===== config.mk =====
export PLATFORM = sky130hd
export DESIGN_NAME = spi_byte_master
export DESIGN_NICKNAME = d
export VERILOG_FILES = /design/src/rtl/spi_byte_master.sv
export SDC_FILE = /design/constraint.sdc
export NUM_CORES = 1
export LEC_CHECK = 0
export ABC_AREA = 1
export BUFFER_PORTS_ARGS = -buffer_cell sky130_fd_sc_hd__buf_4
export CORE_UTILIZATION = 45
export DETAILED_ROUTE_END_ITERATION = 6
export GPL_ROUTABILITY_DRIVEN = 0
export GPL_TIMING_DRIVEN = 0
export PLACE_DENSITY_LB_ADDON = 0.1
export SLEW_MARGIN = 20
export SYNTH_ARGS = -nofsm -noshare
export SYNTH_HDL_FRONTEND = slang
export SYNTH_SLANG_ARGS = --single-unit

===== constraint.sdc =====
create_clock -name clk -period 4.1 [get_ports clk]
set_input_delay 0.615 -clock clk [delete_from_list [all_inputs] [get_ports clk]]
set_output_delay 0.615 -clock clk [all_outputs]
set_load 0.03 [all_outputs]

===== src/rtl/spi_byte_master.sv =====
// spi_byte_master: SPI mode-3, LSB-first byte master with automatic chip-select hold between back-to-back requests.
module spi_byte_master #(
  parameter int CLK_FREC = 100000000,
  parameter int SCL_FREC = 1000000
) (
  input  logic       clk,
  input  logic       arstn,
  input  logic [7:0] byte_send,
  output logic [7:0] byte_receive,
  input  logic       send_byte,
  input  logic       receive_byte,
  output logic       system_idle,
  output logic       new_byte,
  input  logic       miso,
  output logic       mosi,
  output logic       scl,
  output logic       cs
);
  localparam int HALF = CLK_FREC / (2 * SCL_FREC);
  localparam int CW = $clog2(2 * HALF);
  typedef enum logic [2:0] {IDLE, SETUP, LOW, HIGH, HOLD} state_t;
  state_t state, state_nx;
  logic [CW-1:0] cnt;
  logic [2:0] bit_idx, bit_nx;
  logic [7:0] tx, tx_nx, rx_sh;
  logic is_rx, rx_nx, accept, half_done, hold_done, finish;
  assign accept = (state == IDLE || state == HOLD) && (send_byte || receive_byte);
  assign half_done = cnt == CW'(HALF - 1);
  assign hold_done = cnt == CW'(2 * HALF - 1);
  assign finish = state == HIGH && half_done && bit_idx == 3'd7;
  assign tx_nx = accept ? byte_send : tx;
  assign rx_nx = accept ? !send_byte : is_rx;
  assign bit_nx = accept ? 3'd0 : (state == HIGH && state_nx == LOW) ? bit_idx + 3'd1 : bit_idx;
  always_comb begin
    state_nx = state;
    case (state)
      IDLE:    state_nx = accept ? SETUP : IDLE;
      SETUP:   state_nx = half_done ? LOW : SETUP;
      LOW:     state_nx = half_done ? HIGH : LOW;
      HIGH:    state_nx = half_done ? (bit_idx == 3'd7 ? HOLD : LOW) : HIGH;
      HOLD:    state_nx = accept ? LOW : hold_done ? IDLE : HOLD;
      default: state_nx = IDLE;
    endcase
  end
  // Outputs are registered from the next state so scl/cs never glitch on state decode.
  always_ff @(posedge clk) begin
    if (!arstn) begin
      state <= IDLE;
      cnt <= '0;
      bit_idx <= '0;
      tx <= '0;
      rx_sh <= '0;
      is_rx <= 1'b0;
      byte_receive <= '0;
      new_byte <= 1'b0;
      mosi <= 1'b0;
      scl <= 1'b1;
      cs <= 1'b1;
      system_idle <= 1'b1;
    end else begin
      state <= state_nx;
      cnt <= (state_nx != state || state == IDLE) ? '0 : cnt + CW'(1);
      bit_idx <= bit_nx;
      tx <= tx_nx;
      is_rx <= rx_nx;
      scl <= state_nx != LOW;
      cs <= state_nx == IDLE;
      system_idle <= state_nx == IDLE || state_nx == HOLD;
      new_byte <= finish && is_rx;
      if (state == LOW && half_done) rx_sh[bit_idx] <= miso;
      if (finish && is_rx) byte_receive <= rx_sh;
      if (state_nx == LOW && state != LOW) mosi <= !rx_nx && tx_nx[bit_nx];
    end
  end
endmodule


# Word-level counts from Yosys, hierarchy flattened
# Cells that the tools add are included.
[word_totals] reg_bits=43 latch_bits=0 ramBits=0 romBits=0 inputBits=13 word_cells=65 memories=0
[op_classes] add_sub_neg=2 n_mul=0 div=0 n_lt_le_gt_ge=3 eq_ne=12 n_shift=0 n_mux=17 n_bitwise=1 n_reduce_logical=18
[op_table] cell="$mux W3" n=6
[op_table] cell="$pmux W3 S5" n=1
[op_table] cell="$eq A3 B2 Y1 const B" n=3
[op_table] cell="$eq A3 B3 Y1 const B" n=3
[op_table] cell="$logic_and A1 B1 Y1" n=9
[op_table] cell="$bwmux W8" n=1
[op_table] cell="$lt A3 B4 Y1 const B" n=2
[op_table] cell="$mux W8" n=1
[op_table] cell="$add A7 B1 Y7 const B" n=1
[op_table] cell="$eq A7 B6 Y1 const B" n=1
[op_table] cell="$eq A7 B7 Y1 const B" n=1
[op_table] cell="$logic_not A3 Y1" n=2
[op_table] cell="$ne A3 B2 Y1 const B" n=2
[op_table] cell="$mux W1" n=5
[op_table] cell="$logic_or A1 B1 Y1" n=4
[op_table] cell="$add A3 B1 Y3 const B" n=1
[op_table] cell="$bmux W1 S3" n=1
[op_table] cell="$demux W1 S3" n=1
[op_table] cell="$eq A3 B1 Y1 const B" n=1
[op_table] cell="$ge A3 B1 Y1 const B" n=1
[op_table] cell="$ne A3 B3 Y1" n=1
[op_table] cell="$logic_not A1 Y1" n=2
[op_table] cell="$mux W2" n=1
[op_table] cell="$reduce_or A2 Y1" n=1
[op_table] cell="$not A1 Y1" n=1

# Longest topological paths before layout
# Gate-level depths: netlist of run 1.
[logic_depth] word_depth=12 mapped_depth=17 depth_no_buf=17

# Worst setup path before layout of run 1
# OpenSTA, ideal clock, no wires.
[synth_path] path_kind="reg-to-reg" start="register cnt[0]" end="register mosi" t_arrival_ns=1.755 setup_slack_ns=2.224 path_stages_with_launch=17 synth_period_minus_slack_ns=1.876 cell_sequence="dfxtp_1 -> ha_1 -> inv_1 -> nor2_1 -> nand3_4 -> nand2_1 -> nand2_2 -> nor2_8 -> nand3_4 -> nand2_2 -> nand2_2 -> nor2_4 -> inv_2 -> nand3_1 -> nand3_1 -> nand3_1 -> a21oi_1"
[synth_via] elab_chain_len=11 elab_cells_between_ends=16 classes_between="eq/ne (3); mux (10); reduce/logical (3)"
[synth_rtl] item="start, declared" line_no="23" text="logic [CW-1:0] cnt;"
[synth_rtl] item="start signal, assigned" line_no="62" text="cnt <= (state_nx != state || state == IDLE) ? '0 : cnt + CW'(1);"
[synth_rtl] item="$eq A7 B7 Y1" line_no="29" text="assign hold_done = cnt == CW'(2 * HALF - 1);"
[synth_rtl] item="$mux W3 (2 in series)" line_no="41" text="HOLD: state_nx = accept ? LOW : hold_done ? IDLE : HOLD;"
[synth_rtl] item="$pmux W3 S5 *" line_no="36" text="case (state)"
[synth_rtl] item="$eq A3 B2 Y1 *" line_no="33, 72"
[synth_rtl] item="$logic_and A1 B1 Y1" line_no="33" text="assign bit_nx = accept ? 3'd0 : (state == HIGH && state_nx == LOW) ? bit_idx + 3'd1 : bit_idx;"
[synth_rtl] item="$mux W3 (2 in series)" line_no="33"
[synth_rtl] item="$bmux W1 S3" line_no="72" text="if (state_nx == LOW && state != LOW) mosi <= !rx_nx && tx_nx[bit_nx];"
[synth_rtl] item="$mux W1 (implied by the code)" line_no="72"
[synth_rtl] item="$logic_and A1 B1 Y1" line_no="72"
[synth_rtl] item="end signal, assigned" line_no="72"
[synth_rtl] item="end, declared" line_no="15" text="output logic mosi,"
# Mark *: on every way between the ends. The rest lies on a longest branch, timed or not. The select of a mux whose other input is x is not followed.
# A chain may end at the register's enable or synchronous reset.

# Final worst setup path of run 1
# Ends and elaborated chain as after synthesis.

==> results of run 1 <==
## how the worst max path moves through the flow
stage                           start                           end  cells after the start  slack, ns
CTS                 cnt[0]$_SDFF_PP0_  byte_receive[3]$_SDFFE_PN0P_                      9       1.94
finish              cnt[0]$_SDFF_PP0_             mosi$_SDFFE_PN0P_                     14       1.96
global route        cnt[0]$_SDFF_PP0_             mosi$_SDFFE_PN0P_                     14       1.80
global placement         receive_byte             mosi$_SDFFE_PN0P_                     13       1.93
detailed placement  cnt[0]$_SDFF_PP0_  byte_receive[3]$_SDFFE_PN0P_                      9       1.95
floorplan           cnt[0]$_SDFF_PP0_             mosi$_SDFFE_PN0P_                     16       2.22
## layer usage
metal | track usage | part of all wire
met1 | 0.228 | 0.52
met2 | 0.255 | 0.42
met3 | 0.0363 | 0.041
met4 | 0.0952 | 0.022
met5 | 0 | 0
## final cells by class
type,count,share of cell area
plain buffers,6,0.0100
clock buffers,6,0.0306
clock inverters,2,0.00528
inverters,35,0.0555
well taps,52,0.0275
repair buffers,24,0.0761
multi-input cells,173,0.432
flip-flops and latches,43,0.363
## sequential cells by signal, summed over array words and instances (netlist names)
signal,flops
new_byte,1
cnt,7
mosi,1
rx_sh,8
tx,8
byte_receive,8
cs,1
bit_idx,3
scl,1
system_idle,1
is_rx,1
state,3
## where the power goes
part | internal, W | switching [W] | leakage (nW)
logic | 0.0000295 | 0.0000488 | 0.599
clock network | 0.000119 | 0.000139 | 0.0412
registers | 0.000428 | 0.00000428 | 0.349
total | 0.000576 | 0.000192 | 0.989
## cell usage after synthesis (2+ instances only)
cell type	n	share of area
nor2_1	47	0.087
dfxtp_1	43	0.42
nand2_1	31	0.057
inv_1	26	0.048
o21ai_0	17	0.042
a21oi_1	12	0.029
nor3_1	11	0.027
nand3_1	10	0.025
inv_2	8	0.015
mux2i_1	8	0.039
nand4_1	6	0.018
nor2_2	5	0.015
clkbuf_1	4	0.0074
ha_1	4	0.025
nand2_2	3	0.0092
nand3_4	3	0.026
nand2_4	2	0.011
nor3_4	2	0.016
xor2_1	2	0.0086
## cell families after synthesis
family,count (synthesis)
flip-flops,43
AO/OA/AOI/OAI,33
AND/OR/NAND/NOR,126
XOR/XNOR,2
buffers and inverters,41
multiplexers,8
adder cells (fa/ha/maj),4
## through the flow
step | hold slack [ns] | setup WS, ns | cells | utilization
4_1_cts | 0.450 | 1.94 | 341 | 0.544
5_1_grt | 0.464 | 1.80 | 341 | 0.544
2_1_floorplan | 0.444 | 2.22 | 257 | -
3_3_place_gp | 0.433 | 1.93 | 333 | 0.524
3_5_place_dp | 0.438 | 1.95 | 333 | 0.524
6_report | 0.446 | 1.96 | 341 | 0.544
## tightest hold or removal path, cell delays in order (launching register included)
cell and delay, ns:
dfxtp_1 0.31, inv_1 0.05, a21oi_1 0.05
==> results.md, run 1 <==
* PortBufs at 24
* Max clock buf depth at 2
* Asr flop ratio synth at 0
* Crit path max fanout at 6
* DRC viols at 0
* Detail Placement HPWL at approximately 2900 um
* Slowest Stage Delay on Critical Path at roughly 0.4 ns
* CP Launch Type: flop
* Fill count at roughly 420
* Warnings from Yosys at 0
* Mux cell area share after synthesis at 0.0393
* # rows at 24
* Total wire length at between 3000 and 4000 um
* Fin area at 2370 sq um
* Die Y at 69.3 um
* Hold EP: byte_receive[7]$_SDFFE_PN0P_
* Clk_skew at between 0.003 and 0.004 ns
* Fin crit period at roughly 2.1 ns
* Io pins at 26
* Placed Area at about 2300 sq um
* Worst r2r src: cnt[0]$_SDFF_PP0_
* Via-to-Cell Ratio at around 5
* WS Path Type: reg2reg
* Slowest-stage cell, CP: dfxtp_1
* Core area at between 4000 and 5000 sq um
* Antenna Violating Nets Remaining at 0
* VDD IR max at approximately 0.18 mV
* Multi-input gate area in the final layout at between 1000 and 1500 sq um
* Slew Limit Fails at 0
* Synth Area in Compound Gates at 0.0976
* Post-synth EDFFs at 0
* Worst path bufs/invs at 1
* Hold_sp: byte_receive[7]$_SDFFE_PN0P_
* Post-CTS setup buffer count at 0
* GRT overflow at 0
* Post-Synth Simple-Gate Area at 0.331
* Fmax at roughly 470 MHz
* Cell mode on critical path: nand3_1
* Sequential share of the synthesized area at 0.422
* Status: finished, final reports clean
* RSZ-0062 raised after global routing: false
* CTS buffer count at 5
* Final period utilization at 0.522
* Clock latency on the worst-skew pair at roughly 0.29 ns
* Initial antenna violation count at 0
* Worst Max-Slew Pin Slew at approximately 0.45 ns
* Top_reg_cell synth: dfxtp_1
* PwrDens at 325 nW/um^2
* CP Cell Sequence: ha_1 > inv_1 > nor2_1 > nand3_4 > nand2_1 > nand2_2 > nor2_8 > nand4_2 > nand3_4 > nand2_1 > nand3_1 > nand3_1 > nand3_1 > a21oi_1
* Reg2Reg Depth at 14
* Cts repair resizes at 0
* Most frequent cells in the layout: nor2_1 (47), dfxtp_1 (43), nand2_1 (31), inv_1 (26), buf_4 (24)
* Register area at 861 sq um
* Mapped Area at ~2000 sq um
* Adder-Cell Fraction of Synth Area at 0.0246
* Most common cell after layout, fill and taps aside: nor2_1
* DRT iter0 DRCs at roughly 110
* Post-layout power at between 0.0007 and 0.0008 W
* Final layout net count at about 310
* Yosys reg bits at 43
* Clk pin slew, worst setup/hold paths at approximately 0.080 ns
* Worst hold stages at 2
* Critical Path RT at ~4.3 ns
* R2r endpoint: mosi$_SDFFE_PN0P_
* H-tree Lvls at 2
* Die area at around 4800 sq um
* Worst setup EP type: flop
* Top Family by Delay on Critical Path: simple AND/OR/NAND/NOR gates
* Vias in the first global route at about 1.6k
* Setup-failing EPs final at 0
* Max_cap viols at 0
* Setup_tns at 0 ns
* Synth unique cells at 32
* CP arrival at 2.32 ns
* Layout area overhead at 16.2%
* Post-CTS Hold Buffers at 0
* Diode count at 0
* Share of post-route cells with drive strength above 1 at 0.218
* Gr usage total at 0.170
* First-pass GRT wire length at 6560 um
* Vias at 1,681
* Synth Instances at between 200 and 300
* Die width at 69.3 um
* Slew headroom at 0.700
* Reg2reg setup slack at slightly below 2 ns
* Root Buffer: clkbuf_8
* Syn_area_per_cell at a little under 8 sq um
* Hold WC Path Type: reg2reg
* Lkg Pwr at between 0.9 and 1 nW
* Largest family of logic cells by synthesized area: simple AND/OR/NAND/NOR gates
* Initial Utilization at 0.468
* Largest net degree at the start of global routing at 14
* Drt wl/cell at roughly 11 um
* CTS tree: done
* Hold Vio Cnt, Final at 0
* Post-Syn Nets at around 270
* Post-Synth XOR/XNOR Area at 0.00859
* Drt pass-1 iters at 4
* CTS sink count at 43
No activity file was read; power rests on OpenSTA's default activity.
==> run 2, diff against run 1 <==
==> constraint.sdc (replaced) <==
create_clock -name clk -period 1.7 [get_ports clk]
set_input_delay 0.255 -clock clk [delete_from_list [all_inputs] [get_ports clk]]
set_output_delay 0.255 -clock clk [all_outputs]
set_load 0.03 [all_outputs]
==> run 2 against run 1 <==
  * The run now ends with design-rule violations, negative setup slack left
  * Worst hold slack worse by 0.22 ns
  * Count of clock-buffer cells in the layout unchanged
  * Combinational power rose to 2.8 times the previous value
  * Sequential share of layout area down 3.0 points
  * Sequential power up 140%
  * Via count up 3.7%
  * Register-to-register slack worse by 2.3 ns
  * Total power up 150%
  * Cell count up 3.2%
  * Non-clock buffer count up 11
  * Routed wire length up 8.5%
  * Critical endpoint unchanged
==> results.md, run 2 (synthesized netlist as in run 1, its figures left out) <==
* Hold WC Path Type: in2reg
* Worst path bufs/invs at 3
* Fin area at ~2600 sq um
* Drt wl/cell at approximately 12 um
* CP Launch Type: flop
* Min Hold Slack at 0.226 ns
* Fin crit period at 2.03 ns
* CP arrival at roughly 2.2 ns
* Most frequent cells in the layout: nor2_1 (45), dfxtp_1 (37), buf_4 (32), nand2_1 (25), inv_1 (23)
* Root Buffer: clkbuf_8
* Die Y at ~69 um
* Die area at 4800 sq um
* Final layout net count at between 300 and 400
* CTS tree: done
* DRT iter0 DRCs at 89
* Slowest Stage Delay on Critical Path at approximately 0.33 ns
* H-tree Lvls at 2
* Vias in the first global route at between 1.5k and 2k
* Via-to-Cell Ratio at about 5.0
* Final period utilization at 1.19
* Slew Limit Fails at 0
* Final core occ at 0.600
* Most common cell after layout, fill and taps aside: nor2_1
* Top flop regs: byte_receive x8, rx_sh x8, tx x8
* Slew headroom at 0.710
* Total wire length at 4090 um
* Met3 WL post-DR at approximately 120 um
* Fill count at between 400 and 500
* DP Cell Count at approximately 330
* First-pass GRT wire length at roughly 6800 um
* RSZ-0062 raised after global routing: true
* Critical Path RT at approximately 1.9 ns
* Die width at around 69 um
* Max clock buf depth at 2
* Clk pin slew, worst setup/hold paths at 0.08 ns
* Violated checks: design-rule violations, negative setup slack
* Vias at between 1.5k and 2k
* CTS sink count at 43
* DRT met1 WL at 2060 um
* Placed Area at roughly 2300 sq um
* Io pins at 26
* CP Cell Sequence: inv_2 > ha_4 > inv_2 > nor2_4 > nand3_4 > buf_6 > o21ai_4 > nand2_4 > nand3_4 > nand2_4 > nand3_4 > nand2_1 > nand3_1 > nand3_1 > nand3_2 > a21oi_2
* Cell mode on critical path: nand3_4
* Core area at 4350 sq um
* Slowest-stage cell, CP: dfxtp_2
* Post-CTS Hold Buffers at 0
* Share of post-route cells with drive strength above 1 at 0.337
* # rows at 24
* Status: finished, violations left
* Hold Vio Cnt, Final at 0
* Clock latency on the worst-skew pair at about 0.30 ns
* Detail Placement HPWL at ~2900 um
* Register area at 871 sq um
* PortBufs at 24
* Final worst setup slack at -0.327 ns
* Largest net degree at the start of global routing at 14
* Clk_skew at roughly 0.0089 ns
* Multi-input gate area in the final layout at 1140 sq um
* Non-Filler Instances at about 350
* Worst setup EP type: flop
* Fmax at 493 MHz
* Setup-failing EPs final at 10
* Met2 WL at roughly 1800 um
* Gr usage total at 0.177
* DRC viols at 1
* Diode count at 0
* PwrDens at 724 nW/um^2
* Top Family by Delay on Critical Path: simple AND/OR/NAND/NOR gates
* GRT overflow at 0
* Worst Max-Slew Pin Slew at 0.435 ns
* Initial antenna violation count at 0
* VDD IR max at 0.417 mV
* Pre-CTS setup slack at -0.300 ns
* Drt pass-1 iters at 6
* CTS buffer count at 5
* Top Metal Used: met4
* Max_cap viols at 0
* Crit path max fanout at 5
* Antenna Violating Nets Remaining at 0
* Lkg Pwr at between 1 and 1.5 nW
* WS Path Type: reg2reg
* Initial Utilization at 0.468
* Layout area overhead at 28.1%
run 2: cell count changes in the layout (fill, tap and decap cells not counted), moves of 3 or more:
cell / delta
buf_4: +8
inv_2: +3
nand3_1: -3
nand2_1: -6
a21oi_2: +4
a21oi_1: -4
o21ai_0: -3
nand3_2: +3
dfxtp_1: -6
nand2_2: +3
dfxtp_2: +5
inv_1: -3
run 2: timing repair:
action | in CTS | in global routing
hold endpoints to repair | 0 | 0
resized for setup | 18 | 19
pin swaps | 12 | 13
endpoints found under the setup margin | 25 | 29
buffers inserted | 9 | 2
run 2: worst paths after layout:
| check | start | to | slack (ns) | depth (start not counted) |
|---|---|---|---|---|
| max | cnt[1]$_SDFF_PP0_ | mosi$_SDFFE_PN0P_ | -0.33 | 16 |
| min | byte_send[3] | tx[3]$_SDFF_PN0_ | 0.23 | 3 |
| max reg2reg | cnt[1]$_SDFF_PP0_ | mosi$_SDFFE_PN0P_ | -0.33 | 16 |
| min reg2reg | byte_receive[0]$_SDFFE_PN0P_ | byte_receive[0]$_SDFFE_PN0P_ | 0.45 | 2 |
run 2: through the flow:
stage / setup TNS (ns) / total power, W
after global placement: -3.15 / 0.00126
after global routing: -3.76 / 0.00199
after detailed placement: -3.57 / 0.00126
after CTS: -2.25 / 0.00191
final: -2.26 / 0.00189
after floorplan: -0.318 / 0.00121
run 2: worst min-delay path: cells and delay by family:
family,cells,cell delay [ns]
simple gates,1,0.08
mux,1,0.07
buf+inv,1,0.07
run 2: final cells by class:
| cell class | count | share of cell area |
|---|---|---|
| multi-input combinational | 173 | 0.436 |
| inverter | 35 | 0.0503 |
| buffer | 6 | 0.0144 |
| timing repair buffer | 35 | 0.108 |
| clock buffer | 6 | 0.0278 |
| sequential | 43 | 0.333 |
| clock inverter | 2 | 0.00479 |
| tap | 52 | 0.0249 |
run 2: power breakdown:
group          internal (W)  total (W)  leakage, nW  switching (W)
logic             0.0000882   0.000219        0.681       0.000131
clock network      0.000287   0.000628       0.0412       0.000341
registers           0.00103    0.00104        0.352      0.0000123
total               0.00141    0.00189         1.07       0.000484
run 2: layer usage:
metal | global-route usage | vias up
met3 | 0.0436 | 7
li1 | - | 913
met1 | 0.229 | 794
met4 | 0.0816 | 0
met2 | 0.278 | 30
met5 | 0 | -
